File: src/rtl/vector_serializer.sv
// Column-vector serializer: captures M elements on load, streams them over valid/ready.
// Optional upper-bound clipping of each element is enabled by defining VSER_CLIP_EN.
`timescale 1ns/1ps
module vector_serializer #(
    parameter int M     = 5,
    parameter int SHAMT = 12,
    parameter int DW    = 32,
    localparam int IW   = $clog2(M) + 1
) (
    input  logic                          clk,
    input  logic                          reset,
    input  logic                          enable,
    input  logic                          load,
    input  logic [0:M-1][0:0][DW-1:0]     in,
    output logic signed [DW-1:0]          out_data,
    output logic                          out_valid,
    input  logic                          out_ready,
    output logic                          out_last,
    output logic [IW-1:0]                 out_index,
    output logic                          busy,
    output logic                          done
);

    typedef enum logic [1:0] {
        S_IDLE,
        S_SEND,
        S_DONE
    } state_t;

    localparam logic [IW-1:0] LAST_IDX = IW'(M - 1);

    // Reject shapes the index counter or the clip bound cannot represent.
    if (M < 1 || M > 1024 || SHAMT < 0 || SHAMT >= DW) begin : g_param_check
        $error("vector_serializer: illegal M/SHAMT/DW combination");
    end

    state_t                   state_q, state_d;
    logic [IW-1:0]            idx_q, idx_d;
    logic [M-1:0][DW-1:0]     buf_q, buf_d;
    logic signed [DW-1:0]     cur_elem;
    logic                     beat;

    assign out_valid = (state_q == S_SEND);
    assign busy      = (state_q == S_SEND) || (state_q == S_DONE);
    assign done      = (state_q == S_DONE);
    assign out_last  = out_valid && (idx_q == LAST_IDX);
    assign out_index = idx_q;
    assign beat      = out_valid && out_ready && enable;

    // Select the buffered element addressed by the current index.
    always_comb begin
        cur_elem = '0;
        for (int i = 0; i < M; i++) begin
            if (idx_q == IW'(i)) begin
                cur_elem = buf_q[i];
            end
        end
    end

`ifdef VSER_CLIP_EN
    localparam logic signed [DW-1:0] CLIP_MAX = DW'((64'sd1 <<< SHAMT) - 64'sd1);

    // Saturate large positive values; negatives pass unchanged.
    always_comb begin
        out_data = cur_elem;
        if (cur_elem > CLIP_MAX) begin
            out_data = CLIP_MAX;
        end
    end
`else
    // Stream the buffered element unmodified.
    always_comb begin
        out_data = cur_elem;
    end
`endif

    // Next-state logic: capture in IDLE, advance on beats in SEND, one-cycle DONE.
    always_comb begin
        state_d = state_q;
        idx_d   = idx_q;
        buf_d   = buf_q;
        unique case (state_q)
            S_IDLE: begin
                if (load && enable) begin
                    for (int i = 0; i < M; i++) begin
                        buf_d[i] = in[i][0];
                    end
                    idx_d   = '0;
                    state_d = S_SEND;
                end
            end
            S_SEND: begin
                if (beat) begin
                    if (idx_q == LAST_IDX) begin
                        state_d = S_DONE;
                    end else begin
                        idx_d = idx_q + 1'b1;
                    end
                end
            end
            S_DONE: begin
                state_d = S_IDLE;
            end
            default: begin
                state_d = S_IDLE;
            end
        endcase
    end

    // State, index and buffer registers; reset discards any vector in flight.
    always_ff @(posedge clk or negedge reset) begin
        if (!reset) begin
            state_q <= S_IDLE;
            idx_q   <= '0;
            buf_q   <= '0;
        end else begin
            state_q <= state_d;
            idx_q   <= idx_d;
            buf_q   <= buf_d;
        end
    end

endmodule

File: config.mk
export PLATFORM = sky130hd
export DESIGN_NAME = vector_serializer
export DESIGN_NICKNAME = d
export VERILOG_FILES = /design/src/rtl/vector_serializer.sv
export SDC_FILE = /design/constraint.sdc
export NUM_CORES = 1
export LEC_CHECK = 0
export BUFFER_PORTS_ARGS = -buffer_cell sky130_fd_sc_hd__buf_4
export CORE_AREA = 2 2 123 149
export DETAILED_ROUTE_END_ITERATION = 12
export DIE_AREA = 0 0 125 151
export GPL_ROUTABILITY_DRIVEN = 0
export PLACE_DENSITY = 0.72
export RECOVER_POWER = 25
export SETUP_SLACK_MARGIN = 0.2
export SLEW_MARGIN = 25
export SYNTH_ARGS = -nofsm -noshare
export SYNTH_HDL_FRONTEND = slang
export SYNTH_SLANG_ARGS = --single-unit
File: constraint.sdc
create_clock -name clk -period 2 [get_ports clk]
set_input_delay 0.5 -clock clk [delete_from_list [all_inputs] [get_ports clk]]
set_output_delay 0.5 -clock clk [all_outputs]
set_load 0.01 [all_outputs]
Yosys cells after proc, flatten, opt, wreduce, memory -nomap -nowiden. Index checks and enable logic that the tools add are counted.

Latch bits: 0. Memories kept: 0. Bits in writable memories: 0. Register bits after elaboration: 166. Output and inout bits: 40. ROM bits: 0. Input bits: 165.

Mux-type cells: 13. Shift operators: 0. Bitwise gates (word level): 0. Reductions and logical operators: 11. Add/subtract/negate cells: 1. Divide/modulo/power cells: 0. Equal/unequal tests: 10. Multipliers: 0. $lt $le $gt $ge: 0.

Operator list (number): 32-bit two-way mux (5); 4-bit two-way mux (3); 4-bit by 2-bit equality test with 1-bit output (second input constant) (2); 4-bit one-hot mux with 2 select lines (1); 2-bit two-way mux (3); 4-bit by 1-bit adder with 4-bit output (second input constant) (1); 4-bit by 1-bit equality test with 1-bit output (second input constant) (1); 4-bit by 3-bit equality test with 1-bit output (second input constant) (1); 1-bit logical AND (4); 4-bit logical NOT (1); 2-bit by 1-bit != test with 1-bit output (second input constant) (2); 2-bit != test (second input constant) (2); 2-bit one-hot mux with 2 select lines (1); 4-bit AND reduction (1); 3-bit AND reduction (1); 2-bit by 1-bit equality test with 1-bit output (second input constant) (1); 2-bit equality test (second input constant) (1); 2-bit logical NOT (1); 2-bit AND reduction (1); 2-bit nonzero test (1); 1-bit logical OR (1).

Longest topological paths before layout.
Depth after elaboration: 6. Gate-level depth with buffers: 8. Depth with buffers taken out: 6.

Worst setup path before layout. No wires, ideal clock.

Path kind: register -> output. From: register idx_q[1], in the netlist out_index[1]. To: output out_data[12]. Path slack: -0.301 ns. Arrival: 1.801 ns. Required time: 1.500 ns. Stages on the path, launching flop included: 9. Cells stage by stage: dfrtp_1 inv_1 ha_1 clkbuf_1 nor4b_4 buf_2 o2bb2ai_1 o21ai_0 a21oi_1.

Cells in the longest elaborated chain, start to end: 6. Elaborated cells on any way between the ends: 10. Those cells by class: 4 x eq/ne; 5 x mux; 1 x reduce/logical.

Ends and longest elaborated chain: start: declaration (RTL line 38) `logic [IW-1:0] idx_q, idx_d;`; start signal: assignment (RTL line 118) `idx_q <= idx_d;`; 4-bit logical NOT (RTL line 54) `if (idx_q == IW'(i)) begin`; 32-bit two-way mux (4 in series) (RTL line 54); 32-bit two-way mux (*) (RTL line 54); end: declaration (RTL line 15) `output logic signed [DW-1:0] out_data,`.

Every way passes the cells marked *; elsewhere a longest branch is shown, timed or not.

Worst setup path in the final report.
From: register idx_q[0], in the netlist out_index[0]. To: output out_data[7].

Same word-level chain as after synthesis.

==> metrics.md <==
| Metric | Value |
|---|---|
| Status | `finished, violations left` |
| Failing checks | `setup timing` |
| Setup_tns | `-18.69 ns` |
| Die X | `125 um` |
| Total power | `20.5 mW` |
| Syn_nets | `804` |
| Core area | `17,400 um2` |
| First-pass GRT wire length | `35,600 um` |
| Die height | `151 um` |
| Full die area | `18,900 um2` |
| Dpl hpwl | `15,700 um` |
| # setup viols final | `33` |
| Initial antenna violation count | `0` |
| Crit-path most repeated cell | `buf_6` |
| M2 GR Usage | `43.6%` |
| ANT cells | `0` |
| Most frequent cells in the layout | `buf_4, dfrtp_1, mux2_2` |
| Synth Cell Area | `7760 um2` |
| Clock Root Buffer | `clkbuf_16` |
| Leakage | `4.96 nW` |
| Row cnt | `53` |
| PnR worst setup slack | `-0.620 ns` |
| Worst slack, placed | `-0.263 ns` |
| IO Pins | `205` |
| CTS tree | `yes` |
| Worst hold path type | `in2reg` |
| Rel. slew slack | `42.1%` |
| Layout Skew | `0.0110 ns` |
| H-tree depth | `4` |
| GR met1 Demand/Resource | `29.1%` |
| Max Root-Sink Buffers | `2` |
| Pin count of the biggest net entering global routing | `77` |
| CP max-delay cell | `dfrtp_2` |
| Worst VDD drop | `0.945 mV` |
| Inserted Clock Buffers | `17` |
| Drt pass-1 iters | `6` |
| Fin crit period | `2.62 ns` |
| Worst setup SP type | `flip-flop` |
| Most used DFF post-synth | `dfrtp_1` |
| Port bufs | `204` |
| Setup CP Type | `reg2out` |
| TritonCTS Sinks | `166` |
| Placed Cells | `1,049` |
| CP Data Required Time | `1.50 ns` |
| Max Clk Rate | `0.382 GHz` |
| Hold WS | `0.299 ns` |
| Busiest grt layer | `met2` |
| Final Hold Fails | `0` |
| Grt ovf | `0` |
| Max_cap viols | `0` |
| Setup crit end kind | `primary output` |
| Via/cell ratio | `5.66` |
| ANT nets after route | `0` |
| Fin crit share | `131%` |
| Register area | `4160 um2` |
| Commonest non-fill, non-tap cell in the layout | `buf_4` |
| Drc violations | `0` |
| Global-route met3 utilization | `4.70%` |
| Post-synth EDFFs | `0` |
| Syn_area_per_cell | `12.3 um2` |
| Distinct cells, synth | `32` |
| RSZ-0062 raised after global routing | `yes` |
| Worst Path Arrival | `2.12 ns` |
| Finished Layout Cells | `1,096` |
| Vias in the first global route | `6,588` |
| Share of layout cells above drive strength 1 | `64.2%` |
| Mapped Cells | `632` |
| Via Count | `6,202` |
| Crit-path cells | `inv_4 -> ha_4 -> nor4b_4 -> buf_6 -> buf_6 -> o2bb2ai_2 -> o21ai_1 -> a21oi_2 -> buf_4` |
| Filler instances | `1,264` |
| CP Max Fanout | `5` |
| Async S/R FF share, synth | `100%` |
| Yosys reg bits | `166` |
| Synthesis Warnings | `0` |
| Area of the multi-input gates | `4020 um2` |
| Routed WL | `23,200 um` |
| Layout net count | `1,035` |
| 1st-iter DRT viols | `342` |
| Reg clk slew, reported paths | `0.07 ns` |
| Later-pin clock latency in the skew report | `0.43 ns` |
| Power per Cell Area | `1790 nW/um2` |
| CP peak stage delay | `0.45 ns` |
| Final Max Slew Viols | `0` |
| Register area share after synthesis | `53.6%` |
| Tot GR Track Use | `24.5%` |
| Area Growth Syn to Fin | `47.5%` |
| Worst-Margin Slew | `0.869 ns` |
| Initial Util | `44.6%` |
| Avg WL per Cell | `21.2 um` |
## state kept, by name (all words and copies together), names as in the netlist
register	cells
buf_q	160
out_index	4
state_q	2
## cell type report
cell class | instances | share of cell area (%)
inverter | 9 | 0.383
timing repair buffer | 264 | 20.6
tap | 220 | 2.41
sequential | 166 | 36.3
clock inverter | 14 | 1.32
clock buffer | 18 | 3.75
multi-input combinational | 405 | 35.2
## kinds of logic (layout without fill, tap and decap cells)
kind of cell / after synthesis / in the layout / synth area share (%)
AOI/OAI and AO/OA: 186 / 186 / 15.5
adders and majority gates: 7 / 7 / 1.13
buffers and inverters: 61 / 305 / 3.34
DFF: 166 / 166 / 53.6
muxes: 162 / 162 / 23.5
and+or+nand+nor: 50 / 50 / 2.98
## layer usage
metal / part of all wire, % / vias up / wire length [um]
li1: - / 2823 / -
met1: 38 / 3121 / 8910
met3: 5.5 / 49 / 1270
met4: 3.0 / 0 / 689
met2: 53 / 209 / 12400
met5: 0 / - / 0
## worst max-delay path, delay by kind of cell (launching register included)
| kind | cells | cell delay, ns |
|---|---|---|
| buffers and inverters | 4 | 0.56 |
| adder cells (fa/ha/maj) | 1 | 0.14 |
| AO/OA/AOI/OAI | 3 | 0.28 |
| AND/OR/NAND/NOR | 1 | 0.25 |
| flip-flops | 1 | 0.45 |
## power breakdown
group | switching, mW | internal [mW] | total [mW]
logic | 5.06 | 5.89 | 11.0
clock network | 1.38 | 1.85 | 3.23
registers | 1.23 | 5.08 | 6.31
## per-stage QoR
stage / utilization (%) / area [um2]
after floorplan: - / 7890
after global placement: 57.7 / 10000
after detailed placement: 57.7 / 10000
after CTS: 63.8 / 11100
after global routing: 65.9 / 11400
final: 65.9 / 11400
## path summary, 6_finish.rpt
kind	from	endpoint	slack [ns]	cells past startpoint
max in group asynchronous	reset	buf_q[46]	0.33	3
max	out_index[0]	out_data[7]	-0.62	9
max reg2reg	out_index[0]	state_q[0]	0.06	9
min in group asynchronous	reset	state_q[0]	0.72	2
min	in[26]	buf_q[154]	0.30	2
min reg2reg	buf_q[158]	buf_q[158]	0.51	1
## cells in the mapped netlist, drive strengths merged, types with 2 or more instances
library cell	instances	area (um2)
dfrtp	166	4150
mux2	162	1820
a21oi	66	330
a31oi	14	87.6
inv	9	33.8
nand3	4	20.0
buf	24	120
and2	2	12.5
o2bb2ai	14	123
clkbuf	28	105
o221ai	18	158
o22ai	19	119
a22oi	19	143
nor2	34	128
o21ai	16	80.1
o21a	13	97.6
ha	7	87.6
nand2	5	21.3
o22a	2	17.5
## repair_timing
action	4_1_cts	5_1_grt
setup buffers	7	2
hold buffers	1	0
gates resized for setup	65	58
gates cloned	4	1
pin swaps	8	21
endpoints found under the setup margin	38	81
hold endpoints to repair	30	0
Note: power is estimated with default switching activity, not from simulation.
